<file path="src/rtl/alu_mdu_pkg.sv">
// Shared types for the alu_mdu execute unit:
// op encodings, FSM states and op-class helpers.
package alu_mdu_pkg;

    localparam int XLEN      = 32;
    localparam int MDU_CNT_W = $clog2(XLEN);

    typedef enum logic [4:0] {
        ALU_ADD    = 5'd0,
        ALU_SUB    = 5'd1,
        ALU_SLL    = 5'd2,
        ALU_SLT    = 5'd3,
        ALU_SLTU   = 5'd4,
        ALU_XOR    = 5'd5,
        ALU_SRL    = 5'd6,
        ALU_SRA    = 5'd7,
        ALU_OR     = 5'd8,
        ALU_AND    = 5'd9,
        MDU_MUL    = 5'd16,
        MDU_MULH   = 5'd17,
        MDU_MULHSU = 5'd18,
        MDU_MULHU  = 5'd19,
        MDU_DIV    = 5'd20,
        MDU_DIVU   = 5'd21,
        MDU_REM    = 5'd22,
        MDU_REMU   = 5'd23
    } mdu_op_t;

    typedef enum logic [1:0] {
        IDLE,
        BUSY,
        DONE
    } mdu_state_t;

    function automatic logic is_mul(mdu_op_t op);
        return op inside {MDU_MUL, MDU_MULH, MDU_MULHSU, MDU_MULHU};
    endfunction

    function automatic logic is_div(mdu_op_t op);
        return op inside {MDU_DIV, MDU_DIVU, MDU_REM, MDU_REMU};
    endfunction

endpackage

</file>
<file path="src/rtl/alu_mdu_if.sv">
// Valid/ready request and response bundle of the execute unit.
// The unit itself connects through the slave modport.
interface alu_mdu_if #(
    parameter int DATA_WIDTH = 32
);
    import alu_mdu_pkg::*;

    logic                  in_valid;
    logic                  in_ready;
    logic [DATA_WIDTH-1:0] operand1;
    logic [DATA_WIDTH-1:0] operand2;
    mdu_op_t               op;
    logic                  out_valid;
    logic                  out_ready;
    logic [DATA_WIDTH-1:0] result;

    modport master (
        output in_valid, operand1, operand2, op, out_ready,
        input  in_ready, out_valid, result
    );

    modport slave (
        input  in_valid, operand1, operand2, op, out_ready,
        output in_ready, out_valid, result
    );

endinterface

</file>
<file path="src/rtl/alu_mdu_alu.sv">
// Combinational RV32I base ALU.
module alu_mdu_alu import alu_mdu_pkg::*; #(
    parameter int DATA_WIDTH = 32
) (
    input  logic [DATA_WIDTH-1:0] a_i,
    input  logic [DATA_WIDTH-1:0] b_i,
    input  mdu_op_t               op_i,
    output logic [DATA_WIDTH-1:0] y_o
);
    localparam int SW = $clog2(DATA_WIDTH);

    logic [SW-1:0] shamt;
    logic          lt_s;
    logic          lt_u;

    assign shamt = b_i[SW-1:0];
    assign lt_s  = $signed(a_i) < $signed(b_i);
    assign lt_u  = a_i < b_i;

    always_comb begin
        y_o = '0;
        case (op_i)
            ALU_ADD:  y_o = a_i + b_i;
            ALU_SUB:  y_o = a_i - b_i;
            ALU_SLL:  y_o = a_i << shamt;
            ALU_SLT:  y_o = {{(DATA_WIDTH-1){1'b0}}, lt_s};
            ALU_SLTU: y_o = {{(DATA_WIDTH-1){1'b0}}, lt_u};
            ALU_XOR:  y_o = a_i ^ b_i;
            ALU_SRL:  y_o = a_i >> shamt;
            ALU_SRA:  y_o = $unsigned($signed(a_i) >>> shamt);
            ALU_OR:   y_o = a_i | b_i;
            ALU_AND:  y_o = a_i & b_i;
            default:  y_o = '0;
        endcase
    end

endmodule

</file>
<file path="src/rtl/alu_mdu_div_iter.sv">
// Restoring radix-2 divider on unsigned magnitudes, one step per cycle.
// quot_o/rem_o show the values produced by the step taken this cycle.
module alu_mdu_div_iter #(
    parameter int DATA_WIDTH = 32
) (
    input  logic                  clk,
    input  logic                  rst_n,
    input  logic                  abort_i,
    input  logic                  start_i,
    input  logic [DATA_WIDTH-1:0] dividend_i,
    input  logic [DATA_WIDTH-1:0] divisor_i,
    output logic                  done_o,
    output logic [DATA_WIDTH-1:0] quot_o,
    output logic [DATA_WIDTH-1:0] rem_o
);
    localparam int W  = DATA_WIDTH;
    localparam int CW = $clog2(W);

    logic          run_q;
    logic [CW-1:0] cnt_q;
    logic [W-1:0]  quo_q;
    logic [W-1:0]  rem_q;
    logic [W-1:0]  dvs_q;
    logic [W:0]    shl;
    logic [W:0]    diff;

    // Partial remainder stays below the divisor, so W+1 bits hold the shift.
    assign shl    = {rem_q, quo_q[W-1]};
    assign diff   = shl - {1'b0, dvs_q};
    assign rem_o  = diff[W] ? shl[W-1:0] : diff[W-1:0];
    assign quot_o = {quo_q[W-2:0], ~diff[W]};
    assign done_o = run_q && (cnt_q == '0);

    always_ff @(posedge clk or negedge rst_n) begin
        if (!rst_n) begin
            run_q <= 1'b0;
            cnt_q <= '0;
            quo_q <= '0;
            rem_q <= '0;
            dvs_q <= '0;
        end else if (abort_i) begin
            run_q <= 1'b0;
        end else if (start_i) begin
            run_q <= 1'b1;
            cnt_q <= CW'(W - 1);
            quo_q <= dividend_i;
            rem_q <= '0;
            dvs_q <= divisor_i;
        end else if (run_q) begin
            quo_q <= quot_o;
            rem_q <= rem_o;
            cnt_q <= cnt_q - CW'(1);
            if (cnt_q == '0) run_q <= 1'b0;
        end
    end

endmodule

</file>
<file path="src/rtl/alu_mdu.sv">
// EX-stage execute unit: RV32I ALU plus RV32M mul/div/rem
// behind a valid/ready handshake, single-cycle or iterative.
module alu_mdu import alu_mdu_pkg::*; #(
    parameter int DATA_WIDTH = 32,
    parameter bit FAST_MUL   = 1'b1
) (
    input logic         clk,
    input logic         rst_n,
    input logic         flush,
    alu_mdu_if.slave    bus
);
    localparam int W  = DATA_WIDTH;
    localparam int CW = $clog2(W);
    localparam logic [W-1:0] MIN_INT = {1'b1, {(W-1){1'b0}}};

    mdu_state_t    state_q;
    mdu_op_t       op_q;
    logic [CW-1:0] cnt_q;
    logic [W-1:0]  res_q;
    logic [W-1:0]  ma_q;
    logic          an_q;
    logic          bn_q;
    logic [2*W-1:0] prod_q;

    logic [W-1:0] a, b;
    logic         a_sgn, b_sgn, a_neg, b_neg;
    logic [W-1:0] a_mag, b_mag;
    logic         div_zero, div_ovf, div_spec, is_rem_in;
    logic         accept, go_iter, div_start;

    assign a = bus.operand1;
    assign b = bus.operand2;

    always_comb begin
        a_sgn = bus.op inside {MDU_MULH, MDU_MULHSU, MDU_DIV, MDU_REM};
        b_sgn = bus.op inside {MDU_MULH, MDU_DIV, MDU_REM};
        a_neg = a_sgn & a[W-1];
        b_neg = b_sgn & b[W-1];
        a_mag = a_neg ? -a : a;
        b_mag = b_neg ? -b : b;
    end

    assign is_rem_in = bus.op inside {MDU_REM, MDU_REMU};
    assign div_zero  = (b == '0);
    assign div_ovf   = (bus.op inside {MDU_DIV, MDU_REM}) &&
                       (a == MIN_INT) && (b == '1);
    assign div_spec  = div_zero | div_ovf;
    assign accept    = (state_q == IDLE) && bus.in_valid && !flush;
    assign go_iter   = (is_mul(bus.op) && !FAST_MUL) ||
                       (is_div(bus.op) && !div_spec);
    assign div_start = accept && is_div(bus.op) && !div_spec;

    logic [W-1:0] alu_y;

    alu_mdu_alu #(.DATA_WIDTH(W)) u_alu (
        .a_i  (a),
        .b_i  (b),
        .op_i (bus.op),
        .y_o  (alu_y)
    );

    logic         div_done;
    logic [W-1:0] div_q, div_r;

    alu_mdu_div_iter #(.DATA_WIDTH(W)) u_div (
        .clk        (clk),
        .rst_n      (rst_n),
        .abort_i    (flush),
        .start_i    (div_start),
        .dividend_i (a_mag),
        .divisor_i  (b_mag),
        .done_o     (div_done),
        .quot_o     (div_q),
        .rem_o      (div_r)
    );

    // Sign-extended to 2W, the low 2W bits of the product are exact.
    logic signed [W:0] sa, sb;
    logic [2*W-1:0]    fprod;

    assign sa    = {a_sgn & a[W-1], a};
    assign sb    = {b_sgn & b[W-1], b};
    assign fprod = (2*W)'(sa) * (2*W)'(sb);

    logic [W-1:0] fast_res;

    always_comb begin
        fast_res = alu_y;
        unique case (1'b1)
            is_mul(bus.op):
                fast_res = (bus.op == MDU_MUL) ? fprod[W-1:0]
                                               : fprod[2*W-1:W];
            is_div(bus.op) && div_zero:
                fast_res = is_rem_in ? a : '1;
            is_div(bus.op) && div_ovf:
                fast_res = is_rem_in ? '0 : MIN_INT;
            default: ;
        endcase
    end

    logic [W:0]     msum;
    logic [2*W-1:0] prod_d;
    logic [2*W-1:0] psgn;
    logic [W-1:0]   iter_res;

    // Shift-add on magnitudes; the sign is applied once the product is whole.
    assign msum   = {1'b0, prod_q[2*W-1:W]} +
                    (prod_q[0] ? {1'b0, ma_q} : '0);
    assign prod_d = {msum, prod_q[W-1:1]};
    assign psgn   = (an_q ^ bn_q) ? -prod_d : prod_d;

    always_comb begin
        iter_res = '0;
        unique case (1'b1)
            is_mul(op_q):
                iter_res = (op_q == MDU_MUL) ? psgn[W-1:0] : psgn[2*W-1:W];
            op_q inside {MDU_REM, MDU_REMU}:
                iter_res = an_q ? -div_r : div_r;
            default:
                iter_res = (an_q ^ bn_q) ? -div_q : div_q;
        endcase
    end

    always_ff @(posedge clk or negedge rst_n) begin
        if (!rst_n) begin
            state_q <= IDLE;
            op_q    <= ALU_ADD;
            cnt_q   <= '0;
            res_q   <= '0;
            ma_q    <= '0;
            an_q    <= 1'b0;
            bn_q    <= 1'b0;
            prod_q  <= '0;
        end else if (flush) begin
            state_q <= IDLE;
        end else begin
            unique case (state_q)
                IDLE: if (accept) begin
                    op_q   <= bus.op;
                    an_q   <= a_neg;
                    bn_q   <= b_neg;
                    ma_q   <= a_mag;
                    prod_q <= {{W{1'b0}}, b_mag};
                    cnt_q  <= CW'(W - 1);
                    if (go_iter) begin
                        state_q <= BUSY;
                    end else begin
                        state_q <= DONE;
                        res_q   <= fast_res;
                    end
                end
                BUSY: begin
                    prod_q <= prod_d;
                    cnt_q  <= cnt_q - CW'(1);
                    if (is_mul(op_q) ? (cnt_q == '0) : div_done) begin
                        state_q <= DONE;
                        res_q   <= iter_res;
                    end
                end
                DONE: if (bus.out_ready) state_q <= IDLE;
                default: state_q <= IDLE;
            endcase
        end
    end

    assign bus.in_ready  = (state_q == IDLE);
    assign bus.out_valid = (state_q == DONE);
    assign bus.result    = res_q;

endmodule

</file>
<file path="src/flat_wrapper.sv">
// flat-port wrapper written by rule: the top's interface ports become plain ports
module alu_mdu_flat import alu_mdu_pkg::*;
#(
    parameter int DATA_WIDTH = 32,
    parameter bit FAST_MUL   = 1'b1
)
  (clk, rst_n, flush, bus_in_valid, bus_operand1, bus_operand2, bus_op, bus_out_ready, bus_in_ready, bus_out_valid, bus_result);
  alu_mdu_if #(.DATA_WIDTH(DATA_WIDTH)) bus_i ();
  input logic clk;
  input logic rst_n;
  input logic flush;
  input wire logic [$bits(bus_i.in_valid)-1:0] bus_in_valid;
  input wire logic [$bits(bus_i.operand1)-1:0] bus_operand1;
  input wire logic [$bits(bus_i.operand2)-1:0] bus_operand2;
  input wire logic [$bits(bus_i.op)-1:0] bus_op;
  input wire logic [$bits(bus_i.out_ready)-1:0] bus_out_ready;
  output wire logic [$bits(bus_i.in_ready)-1:0] bus_in_ready;
  output wire logic [$bits(bus_i.out_valid)-1:0] bus_out_valid;
  output wire logic [$bits(bus_i.result)-1:0] bus_result;
  assign bus_i.in_valid = bus_in_valid;
  assign bus_i.operand1 = bus_operand1;
  assign bus_i.operand2 = bus_operand2;
  assign bus_i.op = bus_op;
  assign bus_i.out_ready = bus_out_ready;
  assign bus_in_ready = bus_i.in_ready;
  assign bus_out_valid = bus_i.out_valid;
  assign bus_result = bus_i.result;
  alu_mdu #(.DATA_WIDTH(DATA_WIDTH), .FAST_MUL(FAST_MUL)) u_core (.clk(clk), .rst_n(rst_n), .flush(flush), .bus(bus_i));
endmodule
</file>
<file path="config.mk">
export PLATFORM = sky130hd
export DESIGN_NAME = alu_mdu_flat
export DESIGN_NICKNAME = d
export VERILOG_FILES = /design/src/rtl/alu_mdu_pkg.sv /design/src/rtl/alu_mdu_if.sv /design/src/rtl/alu_mdu_alu.sv /design/src/rtl/alu_mdu_div_iter.sv /design/src/rtl/alu_mdu.sv /design/src/flat_wrapper.sv
export SDC_FILE = /design/constraint.sdc
export NUM_CORES = 2
export LEC_CHECK = 0
export CELL_PAD_IN_SITES_DETAIL_PLACEMENT = 2
export CELL_PAD_IN_SITES_GLOBAL_PLACEMENT = 2
export CORE_MARGIN = 2
export CORE_UTILIZATION = 45
export DETAILED_ROUTE_END_ITERATION = 8
export DONT_BUFFER_PORTS = 1
export PLACE_DENSITY_LB_ADDON = 0.2
export SETUP_SLACK_MARGIN = 0.1
export SLEW_MARGIN = 20
export SYNTH_ARGS = -nofsm -noshare
export SYNTH_HDL_FRONTEND = slang
export SYNTH_SLANG_ARGS = --single-unit
</file>
<file path="constraint.sdc">
create_clock -name clk -period 10.7 [get_ports clk]
set_clock_uncertainty 0.1 [all_clocks]
set_input_delay 2.14 -clock clk [delete_from_list [all_inputs] [get_ports clk]]
set_output_delay 2.14 -clock clk [all_outputs]
set_load 0.05 [all_outputs]
</file>
==> summary.md <==
| Metric | Value |
|---|---|
| Cell area after technology mapping | 64,700 um2 |
| Share of synthesized registers carrying an async set or reset | 100% |
| Routed len/inst | 41.7 um |
| Final worst-path cycle share | 108% |
| Buffers from clock root to sink, at most | 3 |
| Total of fill cells in the finished design | 15,800 |
| CP required | 11.04 ns |
| Area leader, netlist | fa_1 |
| Initial DRT Pass Iterations | 8 |
| Clk slew on worst S/H paths | 0.07 ns |
| Clock tree from TritonCTS | built |
| Pre-CTS setup slack | -0.818 ns |
| Number of buffers added on ports | 0 |
| Synthesized net count | 9,488 |
| Total core area | 143,000 um2 |
| Flip-flop and latch area | 6110 um2 |
| Number of different library cells in the post-synthesis netlist | 91 |
| Number of global-route vias before repair | 71,900 |
| Number of primary I/O pins | 108 |
| Number of enable-type register cells in the synthesized netlist | 0 |
| Clock latency reported for the late side of the worst-skew pair | 0.59 ns |
| Violation count after the first detailed-routing iteration | 7,527 |
| Kind of start point of the critical path | input port |
| Worst Reg-to-Reg Cells | 22 |
| Predominant post-synthesis flop cell | dfrtp_1 |
| Initial cell density of the core | 45.2% |
| Transition time of the tightest slew-check pin | 1.28 ns |
| Flop-to-flop setup slack | 3.04 ns |
| Number of buffers inserted during clock tree synthesis | 26 |
| Antenna violations before repair | 51 |
| Cell with the most instances after synthesis | inv_1 |
| Number of max-cap violations | 0 |
| Yosys warning count | 0 |
| Post-DR vias/cell | 7.02 |
| Result of the run | finished with violations |
| Top post-synthesis cells by count | 1,296 x inv_1, 1,155 x nand2_1, 1,129 x fa_1 |
| Count of vias placed by the detailed router | 67,900 |
| Share of cells above drive strength 1 | 5.98% |
| Violated checks | setup timing |
| Number of nets in the finished design | 9,292 |
| Max transition margin | 13.8% |
| Post-synthesis instance total | 7,902 |
| CTS Root Buffer Type | clkbuf_16 |
| Remaining antenna violation count | 0 |
| Crit. End Element | flip-flop |
| Area of the die | 147,000 um2 |
| Worst setup margin | -0.842 ns |
| Setup repair after global routing missed its margin | true |
| Global router's overall resource usage | 49.6% |
| Largest net degree at the start of global routing | 245 |
| Worst setup path class | in2reg |
| Area of the multi-input gates | 52,000 um2 |
| Die extent in x | 383 um |
| Clock period minus final worst setup slack | 11.54 ns |
| Critical-path maximum fanout | 20 |
| Type of the tightest min-delay check | reg2reg |
| Hold path cells | 2 |
| Share of synthesized area occupied by flip-flops and latches | 9.44% |
| Sink count of the clock tree | 244 |
| Final cell utilization of the core | 48.0% |
| DRC violation count after routing | 0 |
| Global route overflow | 0 |
| Gp weighted congestion | 1.07 |
| Routed wire length | 403,000 um |
| Number of register bits inferred by synthesis | 244 |
| Count of final setup violators | 26 |
| Final Hold Vio Count | 0 |
| Syn-to-layout area delta | 6.22% |
| Mean instance size in the synthesized netlist | 8.19 um2 |
| Top-area cell type share of the netlist area | 34.9% |
| DIE HEIGHT | 383 um |
| # H-tree levels | 1 |
| Top area cells in the synthesized netlist | fa_1 35%, dfrtp_1 9.4%, inv_1 7.5%, ha_1 7.4%, nand2_1 6.7% |
| Hold Worst Slack | 0.383 ns |
| Arrival time at the worst endpoint | 11.89 ns |
| Final slew viol count | 0 |
| Wire length of the first global-routing pass | 522,000 um |
| Max Clk Rate | 86.6 MHz |
| Placement row count | 139 |
| Placed wire-length estimate after detailed placement | 282,000 um |
## layout make-up
class,count,area share [%]
Clock buffer,30,1.04
Tap cell,1903,3.47
Multi-Input combinational cell,5849,75.7
Clock inverter,18,0.421
Timing Repair Buffer,267,3.10
Inverter,1318,7.25
Sequential cell,244,8.89
Antenna cell,41,0.149
## registers in the layout, indices dropped and copies added (netlist names)
register,cells
u_core.cnt_q,5
u_core.u_div.run_q,1
u_core.op_q,5
u_core.bn_q,1
u_core.prod_q,64
u_core.u_div.quo_q,32
u_core.u_div.rem_q,32
u_core.ma_q,32
u_core.u_div.cnt_q,5
u_core.an_q,1
u_core.u_div.dvs_q,32
u_core.bus.result,32
u_core.state_q,2
## logic make-up (layout without fill, tap and decap cells)
logic type	Yosys count	count (layout)	synth area share, %
and+or+nand+nor	2390	2390	15.9
buffers and inverters	1809	1633	10.5
other	0	41	0
xor gates and xnor gates	309	309	4.18
muxes	125	125	2.55
AOI/OAI and AO/OA	1513	1513	15.0
DFF	244	244	9.44
adders and majority gates	1512	1512	42.3
## metrics by stage
stage,instance area (um2),cells,TNS (ns)
after CTS,68400,9619,0
after global placement,67300,9569,-0.675
after floorplan,64700,7902,0
final,68700,9670,-10.53
after global routing,68600,9636,-8.88
after detailed placement,67300,9569,-9.02
## worst paths after layout
check / to / startpoint
min reg2reg: u_core.ma_q[0]$_DFFE_PN0P_ / u_core.ma_q[0]$_DFFE_PN0P_
max: u_core.bus.result[28]$_DFFE_PN0P_ / bus_operand2[29]
max reg2reg: u_core.bus.result[26]$_DFFE_PN0P_ / u_core.u_div.quo_q[31]$_DFFE_PN0P_
max in group asynchronous: u_core.u_div.dvs_q[4]$_DFFE_PN0P_ / rst_n
min: u_core.ma_q[0]$_DFFE_PN0P_ / u_core.ma_q[0]$_DFFE_PN0P_
min in group asynchronous: u_core.prod_q[52]$_DFFE_PN0P_ / rst_n
## per-layer routing
| metal | track usage, % | share of wire [%] |
|---|---|---|
| met1 | 56.4 | 33 |
| met2 | 77.1 | 43 |
| met3 | 14.4 | 12 |
| met4 | 41.4 | 12 |
| met5 | 0 | 0.11 |
## cell usage in the layout, fill, tap and decap left out, drive strengths merged, types with 58 or more instances in the layout
master,netlist,final
ha,383,383
and2,58,58
nor2,673,673
fa,1129,1129
nor3,102,102
a21oi,387,387
buf,119,267
mux2i,86,86
o21ai,407,407
xnor2,210,210
dfrtp,244,244
nand2,1155,1155
inv,1302,1295
a21o,73,73
nand3,75,75
a211oi,87,87
xor2,99,99
## timing repair
action / 4_1_cts / 5_1_grt
buffers inserted: 2 / 10
gates resized for setup: 9 / 42
pin swaps: 0 / 7
hold buffers: 0 / 0
endpoints found under the setup margin: 10 / 23
## critical path, stage by stage
cell and delay [ns]:
inv_1 0.47, buf_4 0.54, nor2_1 0.25, fa_1 0.62, inv_1 0.58, fa_1 0.56, fa_2 0.53, fa_1 0.47
fa_1 0.72, clkinvlp_4 0.38, fa_2 0.86, inv_1 0.12, fa_1 0.46, fa_1 0.49, inv_1 0.06, ha_1 0.30
a21o_1 0.20, a21o_1 0.19, a21oi_1 0.28, nand3b_1 0.24, o211a_4 0.31, o21ai_0 0.17, a211o_1 0.19, mux2i_1 0.09
a21oi_1 0.49, a311oi_1 0.10
Power is not shown: default switching activity piles up to over one toggle a cycle in this logic, so the estimate is an artifact.
